<file path="config.mk">
export PLATFORM = sky130hd
export DESIGN_NAME = hms_timer_multimode_flat
export DESIGN_NICKNAME = d
export VERILOG_FILES = /design/src/rtl/hms_timer_if.sv /design/src/rtl/hms_timer_multimode.sv /design/src/flat_wrapper.sv
export SDC_FILE = /design/constraint.sdc
export NUM_CORES = 1
export LEC_CHECK = 0
export BUFFER_PORTS_ARGS = -buffer_cell sky130_fd_sc_hd__buf_2
export CAP_MARGIN = 10
export CORE_MARGIN = 2
export CORE_UTILIZATION = 55
export CTS_CLUSTER_SIZE = 28
export DETAILED_ROUTE_END_ITERATION = 16
export PLACE_DENSITY = 0.76
export SLEW_MARGIN = 25
export SYNTH_ARGS = -nofsm -noshare
export SYNTH_HDL_FRONTEND = slang
export SYNTH_SLANG_ARGS = --single-unit
</file>
<file path="constraint.sdc">
create_clock -name clk -period 4.18 [get_ports clk]
set_clock_uncertainty 0.15 [all_clocks]
set_input_delay 0 -clock clk [delete_from_list [all_inputs] [get_ports clk]]
set_output_delay 0 -clock clk [all_outputs]
set_load 0.02 [all_outputs]
</file>
<file path="src/rtl/hms_timer_if.sv">
// Control/preset inputs and H:M:S display outputs of the multimode timer.
// The master side is the front-panel logic and the slave side is the timer.
interface hms_timer_if #(
  parameter int HOURS_W = 5
);
  logic               load;
  logic               start_stopn;
  logic               count_up;
  logic [HOURS_W-1:0] preset_h;
  logic [5:0]         preset_m;
  logic [5:0]         preset_s;
  logic [HOURS_W-1:0] out_h;
  logic [5:0]         out_m;
  logic [5:0]         out_s;
  logic               running;
  logic               finish;
  logic               error;

  modport master (
    output load, start_stopn, count_up, preset_h, preset_m, preset_s,
    input  out_h, out_m, out_s, running, finish, error
  );

  modport slave (
    input  load, start_stopn, count_up, preset_h, preset_m, preset_s,
    output out_h, out_m, out_s, running, finish, error
  );
endinterface

</file>
<file path="src/rtl/hms_timer_multimode.sv">
// H:M:S timer with prescaler, count-down and count-up (stopwatch) modes,
// validated preset load, and registered display/status outputs.
module hms_timer_multimode #(
  parameter int TICK_DIV = 1,
  parameter int HOURS_W  = 5
) (
  input  logic       clk,
  input  logic       rst_n,
  hms_timer_if.slave bus
);
  localparam int              PW   = (TICK_DIV > 1) ? $clog2(TICK_DIV) : 1;
  localparam logic [PW-1:0]   PMAX = PW'(TICK_DIV - 1);
  localparam logic [HOURS_W-1:0] HMAX = '1;

  typedef enum logic [1:0] {IDLE, RUN, PAUSE, DONE} state_t;

  state_t             state_reg;
  logic [HOURS_W-1:0] h_reg, th_reg;
  logic [5:0]         m_reg, s_reg, tm_reg, ts_reg;
  logic               up_reg;
  logic [PW-1:0]      presc_reg;
  logic               running_reg, finish_reg, error_reg;

  logic [HOURS_W-1:0] h_next;
  logic [5:0]         m_next, s_next;
  logic               target_zero, tick, tick_end, idle_end, preset_ok;

  always_comb begin
    h_next = h_reg;
    m_next = m_reg;
    s_next = s_reg;
    if (!up_reg) begin
      if (s_reg != 6'd0) begin
        s_next = s_reg - 6'd1;
      end else if (m_reg != 6'd0) begin
        s_next = 6'd59;
        m_next = m_reg - 6'd1;
      end else if (h_reg != '0) begin
        s_next = 6'd59;
        m_next = 6'd59;
        h_next = h_reg - 1'b1;
      end
    end else begin
      if (s_reg != 6'd59) begin
        s_next = s_reg + 6'd1;
      end else begin
        s_next = 6'd0;
        if (m_reg != 6'd59) begin
          m_next = m_reg + 6'd1;
        end else begin
          m_next = 6'd0;
          h_next = (h_reg == HMAX) ? '0 : h_reg + 1'b1;
        end
      end
    end
  end

  assign target_zero = (th_reg == '0) && (tm_reg == 6'd0) && (ts_reg == 6'd0);
  assign tick        = (presc_reg == PMAX);
  assign preset_ok   = (bus.preset_m <= 6'd59) && (bus.preset_s <= 6'd59);
  // End condition evaluated on the post-tick value so DONE and finish land on the same edge.
  assign tick_end = up_reg
      ? (!target_zero && h_next == th_reg && m_next == tm_reg && s_next == ts_reg)
      : (h_next == '0 && m_next == 6'd0 && s_next == 6'd0);
  assign idle_end = up_reg
      ? (!target_zero && h_reg == th_reg && m_reg == tm_reg && s_reg == ts_reg)
      : (h_reg == '0 && m_reg == 6'd0 && s_reg == 6'd0);

  always_ff @(posedge clk or negedge rst_n) begin
    if (!rst_n) begin
      state_reg   <= IDLE;
      h_reg       <= '0;
      m_reg       <= 6'd0;
      s_reg       <= 6'd0;
      th_reg      <= '0;
      tm_reg      <= 6'd0;
      ts_reg      <= 6'd0;
      up_reg      <= 1'b0;
      presc_reg   <= '0;
      running_reg <= 1'b0;
      finish_reg  <= 1'b0;
      error_reg   <= 1'b0;
    end else if (bus.load) begin
      state_reg   <= IDLE;
      running_reg <= 1'b0;
      finish_reg  <= 1'b0;
      presc_reg   <= '0;
      if (!preset_ok) begin
        error_reg <= 1'b1;
        h_reg     <= '0;
        m_reg     <= 6'd0;
        s_reg     <= 6'd0;
        th_reg    <= '0;
        tm_reg    <= 6'd0;
        ts_reg    <= 6'd0;
      end else begin
        error_reg <= 1'b0;
        up_reg    <= bus.count_up;
        if (bus.count_up) begin
          h_reg  <= '0;
          m_reg  <= 6'd0;
          s_reg  <= 6'd0;
          th_reg <= bus.preset_h;
          tm_reg <= bus.preset_m;
          ts_reg <= bus.preset_s;
        end else begin
          h_reg  <= bus.preset_h;
          m_reg  <= bus.preset_m;
          s_reg  <= bus.preset_s;
          th_reg <= '0;
          tm_reg <= 6'd0;
          ts_reg <= 6'd0;
        end
      end
    end else begin
      unique case (state_reg)
        IDLE: begin
          if (bus.start_stopn && !error_reg) begin
            if (idle_end) begin
              state_reg  <= DONE;
              finish_reg <= 1'b1;
            end else begin
              state_reg   <= RUN;
              running_reg <= 1'b1;
            end
          end
        end
        RUN: begin
          // A pause request beats a coincident tick and leaves the prescaler untouched.
          if (!bus.start_stopn) begin
            state_reg   <= PAUSE;
            running_reg <= 1'b0;
          end else if (tick) begin
            presc_reg <= '0;
            h_reg     <= h_next;
            m_reg     <= m_next;
            s_reg     <= s_next;
            if (tick_end) begin
              state_reg   <= DONE;
              running_reg <= 1'b0;
              finish_reg  <= 1'b1;
            end
          end else begin
            presc_reg <= presc_reg + 1'b1;
          end
        end
        PAUSE: begin
          if (bus.start_stopn) begin
            state_reg   <= RUN;
            running_reg <= 1'b1;
          end
        end
        DONE: begin
        end
        default: state_reg <= IDLE;
      endcase
    end
  end

  assign bus.out_h   = h_reg;
  assign bus.out_m   = m_reg;
  assign bus.out_s   = s_reg;
  assign bus.running = running_reg;
  assign bus.finish  = finish_reg;
  assign bus.error   = error_reg;
endmodule

</file>
<file path="src/flat_wrapper.sv">
// flat-port wrapper written by rule: the top's interface ports become plain ports
module hms_timer_multimode_flat 
#(
  parameter int TICK_DIV = 1,
  parameter int HOURS_W  = 5
)
  (clk, rst_n, bus_load, bus_start_stopn, bus_count_up, bus_preset_h, bus_preset_m, bus_preset_s, bus_out_h, bus_out_m, bus_out_s, bus_running, bus_finish, bus_error);
  hms_timer_if #(.HOURS_W(HOURS_W)) bus_i ();
  input  logic clk;
  input  logic rst_n;
  input wire logic [$bits(bus_i.load)-1:0] bus_load;
  input wire logic [$bits(bus_i.start_stopn)-1:0] bus_start_stopn;
  input wire logic [$bits(bus_i.count_up)-1:0] bus_count_up;
  input wire logic [$bits(bus_i.preset_h)-1:0] bus_preset_h;
  input wire logic [$bits(bus_i.preset_m)-1:0] bus_preset_m;
  input wire logic [$bits(bus_i.preset_s)-1:0] bus_preset_s;
  output wire logic [$bits(bus_i.out_h)-1:0] bus_out_h;
  output wire logic [$bits(bus_i.out_m)-1:0] bus_out_m;
  output wire logic [$bits(bus_i.out_s)-1:0] bus_out_s;
  output wire logic [$bits(bus_i.running)-1:0] bus_running;
  output wire logic [$bits(bus_i.finish)-1:0] bus_finish;
  output wire logic [$bits(bus_i.error)-1:0] bus_error;
  assign bus_i.load = bus_load;
  assign bus_i.start_stopn = bus_start_stopn;
  assign bus_i.count_up = bus_count_up;
  assign bus_i.preset_h = bus_preset_h;
  assign bus_i.preset_m = bus_preset_m;
  assign bus_i.preset_s = bus_preset_s;
  assign bus_out_h = bus_i.out_h;
  assign bus_out_m = bus_i.out_m;
  assign bus_out_s = bus_i.out_s;
  assign bus_running = bus_i.running;
  assign bus_finish = bus_i.finish;
  assign bus_error = bus_i.error;
  hms_timer_multimode #(.TICK_DIV(TICK_DIV), .HOURS_W(HOURS_W)) u_core (.clk(clk), .rst_n(rst_n), .bus(bus_i));
endmodule
</file>
# --- Word-level counts from Yosys, hierarchy flattened ---
# Cells that the tools add are included.
op_classes:
  n_lt_le_gt_ge: 2
  n_div: 0
  n_eq_ne: 21
  n_mul: 0
  n_addsub: 7
  muxes: 72
  n_shift: 0
  bitwise_logic: 0
  n_reduce_logical: 39
op_table:
  columns: ["cell", "count"]
  rows:
  - ["$mux W6", 27]
  - ["$mux W5", 15]
  - ["$logic_not A6 Y1", 6]
  - ["$eq A6 B6 Y1", 4]
  - ["$mux W1", 20]
  - ["$logic_not A5 Y1", 3]
  - ["$logic_and A1 B1 Y1", 14]
  - ["$mux W2", 7]
  - ["$add A6 B1 Y6 const B", 2]
  - ["$le A6 B6 Y1 const B", 2]
  - ["$ne A3 B3 Y1 const B", 4]
  - ["$ne A6 B6 Y1 const B", 2]
  - ["$reduce_and A6 Y1", 2]
  - ["$reduce_bool A6 Y1", 2]
  - ["$sub A6 B1 Y6 const B", 2]
  - ["$eq A5 B5 Y1", 2]
  - ["$ne A3 B2 Y1 const B", 3]
  - ["$pmux W2 S3", 1]
  - ["$add A5 B1 Y5 const B", 1]
  - ["$eq A5 B5 Y1 const B", 1]
  - ["$reduce_and A5 Y1", 1]
  - ["$reduce_bool A5 Y1", 1]
  - ["$sub A5 B1 Y5 const B", 1]
  - ["$ne A4 B3 Y1 const B", 1]
  - ["other kinds (14)", 17]
totals:
  wordCells: 153
  rom_bits: 0
  inputBits: 22
  latchBits: 0
  ram_bits: 0
  memories: 0
  regBits: 41
  out_inout_bits: 20

# --- Depth between registers and ports, before layout ---
depth:
  depth_word: 15
  depth_mapped: 12
  ltp_nobuf: 12

# --- Least setup slack after synthesis ---
# No wires, ideal clock.
synth_path:
  path_kind: "reg2reg"
  from: "register u_core.h_reg[0], in the netlist u_core.bus.out_h[0]"
  to: "register u_core.finish_reg, in the netlist u_core.bus.finish"
  n_path_buf: 1
  t_arrival_ns: 3.159
  path_stages_with_launch: 12
  slack_ns: 0.806
  setup_time_ns: 0.065
  synth_period_minus_slack_ns: 3.374
  required_time_ns: 3.965
  path_cell_list: "dfrtp_1 clkbuf_1 inv_1 ha_1 or4b_2 nand4_1 mux2_2 mux2i_1 xor2_1 or4_4 a31oi_1 o21a_1"
synth_via:
  elab_chain_cells: 12
  elab_cells_between_ends: 42
  cone_classes: "add/sub (2); eq/ne (7); mux (17); reduce/logical (16)"
synth_rtl:
  columns: ["item", "line_no", "rtl"]
  rows:
  - ["start: declaration", "hms_timer_multimode.sv:18", "logic [HOURS_W-1:0] h_reg, th_reg;"]
  - ["start signal: assignment", "hms_timer_multimode.sv:107", "h_reg <= bus.preset_h;"]
  - ["start signal: assignment", "hms_timer_multimode.sv:135", "h_reg <= h_next;"]
  - ["$sub A5 B1 Y5 (tied with other cells)", "hms_timer_multimode.sv:41", "h_next = h_reg - 1'b1;"]
  - ["$mux W5 (on tied branches)", "hms_timer_multimode.sv:38, hms_timer_multimode.sv:52", null]
  - ["$mux W5 (on tied branches)", "hms_timer_multimode.sv:35, hms_timer_multimode.sv:48", null]
  - ["$mux W5 (on tied branches)", "hms_timer_multimode.sv:33, hms_timer_multimode.sv:44", null]
  - ["$mux W5", "hms_timer_multimode.sv:32", "if (!up_reg) begin"]
  - ["$eq A5 B5 Y1", "hms_timer_multimode.sv:63", "? (!target_zero && h_next == th_reg && m_next == tm_reg && s_next == ts_reg)"]
  - ["$logic_and A1 B1 Y1 (3 in series)", "hms_timer_multimode.sv:63", null]
  - ["$mux W1", "hms_timer_multimode.sv:63", null]
  - ["$ne A3 B2 Y1 (no line)", null, null]
  - ["$reduce_and A6 Y1 (no line) *", null, null]
  - ["end signal: assignment", "hms_timer_multimode.sv:81", "finish_reg <= 1'b0;"]
  - ["end signal: assignment", "hms_timer_multimode.sv:86", "finish_reg <= 1'b0;"]
  - ["end signal: assignment", "hms_timer_multimode.sv:121", "finish_reg <= 1'b1;"]
  - ["end: declaration", "hms_timer_multimode.sv:22", "logic running_reg, finish_reg, error_reg;"]
# Mark *: on every way between the ends. The rest lies on a longest branch, timed or not.
# A chain may end at the register's enable or synchronous reset.

# --- Worst setup path in the final report ---
layout_path:
  from: "register u_core.m_reg[1], in the netlist u_core.bus.out_m[1]"
  to: "register u_core.state_reg[0]"
layout_via:
  elab_chain_cells: 11
  elab_cells_between_ends: 32
  cone_classes: "add/sub (2); eq/ne (5); mux (15); reduce/logical (10)"
layout_rtl:
  columns: ["item", "line_no", "rtl"]
  rows:
  - ["start: declaration", "hms_timer_multimode.sv:19", "logic [5:0] m_reg, s_reg, tm_reg, ts_reg;"]
  - ["start signal: assignment", "hms_timer_multimode.sv:108", "m_reg <= bus.preset_m;"]
  - ["start signal: assignment", "hms_timer_multimode.sv:136", "m_reg <= m_next;"]
  - ["branches (longest 8 deep; another with $sub A6 B1 Y6)", null, null]
  - ["$mux W1 *", "hms_timer_multimode.sv:63", null]
  - ["$ne A4 B3 Y1 (no line) *", null, null]
  - ["$reduce_and A5 Y1 (no line) *", null, null]
  - ["end signal: assignment", "hms_timer_multimode.sv:71", "state_reg <= IDLE;"]
  - ["end signal: assignment", "hms_timer_multimode.sv:84", "state_reg <= IDLE;"]
  - ["end signal: assignment", "hms_timer_multimode.sv:120", "state_reg <= DONE;"]
  - ["end: declaration", "hms_timer_multimode.sv:17", "state_t state_reg;"]
# Every way passes the cells marked *.

==> impl_metrics.json <==
{
  "regArea_mm2": 0.001001,
  "nNetsFinal": 512,
  "cp-start-kind": "register",
  "synth_seq_cells": 40,
  "routed_wl_um": 12120,
  "portBuffers": 41,
  "grtUsageTotal_pct": 34.24,
  "layout-drive-gt1-share_pct": 15.83,
  "syn_area_mm2": 0.003646,
  "synthTopCellsByArea": "dfrtp_1 27%, xnor2_1 5.8%, a21oi_1 5.1%, a22o_1 4.1%, ha_1 3.8%",
  "min_period_over_period_pct": 90.02,
  "r2r_slack_ns": 0.42,
  "ys_seq_area_share_pct": 27.45,
  "endpoint": "u_core.state_reg[0]",
  "power_leakage_nw": 1.714,
  "r2r-end": "u_core.state_reg[0]",
  "drv_slew": 0,
  "routedWlPerCell_um": 21.76,
  "hold_violations": 0,
  "final_common_cell": "buf_2",
  "synth.distinct_cells": 72,
  "fillers": 552,
  "cts-buffers-inserted": 5,
  "antenna_cells": 0,
  "worst_pin_slew_ns": 0.9245,
  "postSynthAreaPerCell_um2": 8.343,
  "hp-class": "input port to register",
  "grt_antenna_before_repair": 0,
  "r2r_cells": 11,
  "synthArstFlopShare_pct": 100.0,
  "setup_tns_ns": 0,
  "num_vias": 3920,
  "fmax_mhz": 265.8,
  "crit_arrival_ns": 3.85,
  "dieArea_mm2": 0.007297,
  "ys.warnings.count": 0,
  "crit_path_end_kind": "register",
  "viasPerCell": 7.038,
  "dr.first_iter.drc_count": 483,
  "drcViolationCount": 0,
  "fp-row-count": 29,
  "met3_usage_pct": 4.475,
  "cts_root_buffer": "clkbuf_8",
  "syn_nets": 470,
  "drt-pass1-iter-count": 5,
  "cts_tree": "done",
  "whs_ns": 0.01424,
  "area_growth_pct": 14.31,
  "rsz0062_at_grt": "no",
  "initial_core_util_pct": 57.09,
  "post_cts_buffers": 0,
  "status": "finished, final reports clean",
  "peakVddDrop_mv": 0.4258,
  "gr-total-overflow": 0,
  "final_cell_mix": "41 x buf_2, 40 x dfrtp_1, 37 x a21oi_1",
  "io_pins": 42,
  "cp_cell_sequence": "inv_1 -> ha_1 -> nor4bb_1 -> a41oi_1 -> a22oi_1 -> xor2_1 -> nand4_1 -> nand4b_1 -> or4_4 -> a21oi_1 -> o22a_1",
  "synth_top_area_cell": "dfrtp_1",
  "slowest_stage": "nor4bb_1",
  "gr-usage-met2_pct": 52.56,
  "grt_pass1_wl_um": 19640,
  "detailed_place_hpwl_um": 8665,
  "maxCapViolCount": 0,
  "clockBufferDepth": 2,
  "busiest_layer": "met2",
  "grt_max_degree": 41,
  "crit_required_ns": 4.26,
  "critical_path_class": "register to register",
  "critical-path-max-stage-delay_ns": 0.58,
  "fp.dieH_um": 85.42,
  "clock_sinks": 40,
  "htreeDepth": 2,
  "setup_violations": 0,
  "synth_top_area_share_pct": 27.45,
  "multiInputGateArea_mm2": 0.002440,
  "core_area_mm2": 0.006386,
  "synth_ff_type": "dfrtp_1",
  "die_width_um": 85.42,
  "grt_pass1_vias": 3675,
  "synth_edf_count": 0,
  "clk_pin_slew_ns": 0.09,
  "hold_buffers": 19,
  "netlist_instances": 437,
  "period_minus_slack_ns": 3.763,
  "clk_latency_ns": 0.30,
  "routabilityCongestion": 0.9826,
  "crit_fanout": 8,
  "crit_start": "u_core.bus.out_m[1]",
  "reg2reg_from": "u_core.bus.out_m[1]",
  "grt_use_met1_pct": 49.23,
  "cts-resized-gates": 0,
  "ant_nets": 0,
  "slew_headroom_pct": 38.37,
  "powerDensity_mw_per_mm2": 540.6
}
critical path: cells and delay by family (launching register included):
family,cells,cell delay [ns]
simple gates,4,1.37
fa+ha+maj,1,0.30
compound gates,4,0.98
flops,1,0.50
buf+inv,1,0.16
xor+xnor,1,0.24
Yosys cell counts, types with 4 or more instances:
cell type   n
clkbuf_1   27
o21a_1      4
a21oi_1    37
a21o_1      4
inv_1      17
nor4b_1     5
nor3_1     10
nand2b_1    6
nor2b_1     7
o41ai_1     5
nor2_1     30
dfrtp_1    40
xnor2_1    24
nand3_1    15
a22o_1     17
nand4_1    16
o21ai_0    15
mux2i_1     6
o211ai_1    4
nor4_1      9
nand2_1    17
and3_1      6
a221oi_1    8
and2_1      4
xor2_1      9
a31oi_1     9
ha_1       11
a22oi_1     4
or3_1       4
kinds of logic (layout without fill, tap and decap cells):
group | after synthesis | count (layout) | synth area share (%)
AND/OR/NAND/NOR | 157 | 157 | 26.12
AO/OA/AOI/OAI | 136 | 136 | 26.39
buffers and inverters | 51 | 94 | 5.765
flip-flops | 40 | 40 | 27.45
XOR/XNOR | 33 | 33 | 7.927
adder cells (fa/ha/maj) | 11 | 11 | 3.775
multiplexers | 9 | 9 | 2.574
how the worst min path moves through the flow:
stage / start / end / slack [ns] / cells past startpoint
after floorplan: rst_n / u_core.bus.error / -0.45 / 0
after global placement: rst_n / u_core.ts_reg[1] / 0.02 / 1
after detailed placement: rst_n / u_core.ts_reg[1] / 0.04 / 1
after CTS: bus_count_up / u_core.bus.out_h[3] / 0.005 / 4
after global routing: bus_count_up / u_core.bus.out_h[3] / 0.06 / 4
final: bus_count_up / u_core.bus.out_h[3] / 0.01 / 4
metrics by stage:
stage	instances	area [um^2]	worst slack (ns)	utilization, %	power [mW]
6_report	557	4168	0.4171	65.26	2.253
5_1_grt	557	4168	0.2031	65.26	2.387
4_1_cts	557	4168	0.4873	65.26	2.213
3_5_place_dp	530	3870	0.5164	60.60	1.879
3_3_place_gp	530	3865	0.5668	60.52	1.861
2_1_floorplan	437	3646	0.8059	-	1.523
area by class of cell:
type / instances / share of cell area [%]
Clock inverter: 2 / 0.8406
Sequential cell: 40 / 24.02
Timing Repair Buffer: 68 / 10.93
Tap cell: 77 / 2.312
Inverter: 18 / 1.621
Multi-Input combinational cell: 346 / 58.54
Clock buffer: 6 / 1.741
report_power, final:
group | leakage, nW | switching (mW) | internal [mW]
logic | 1.15 | 0.749 | 0.499
clock network | 0.0552 | 0.137 | 0.177
registers | 0.505 | 0.224 | 0.467
layer usage:
metal,wire [um],up-vias
met4,406,0
met5,0,-
met3,1062,38
met2,5527,258
met1,5127,1865
li1,-,1759
(Power assumes the default switching activity.)
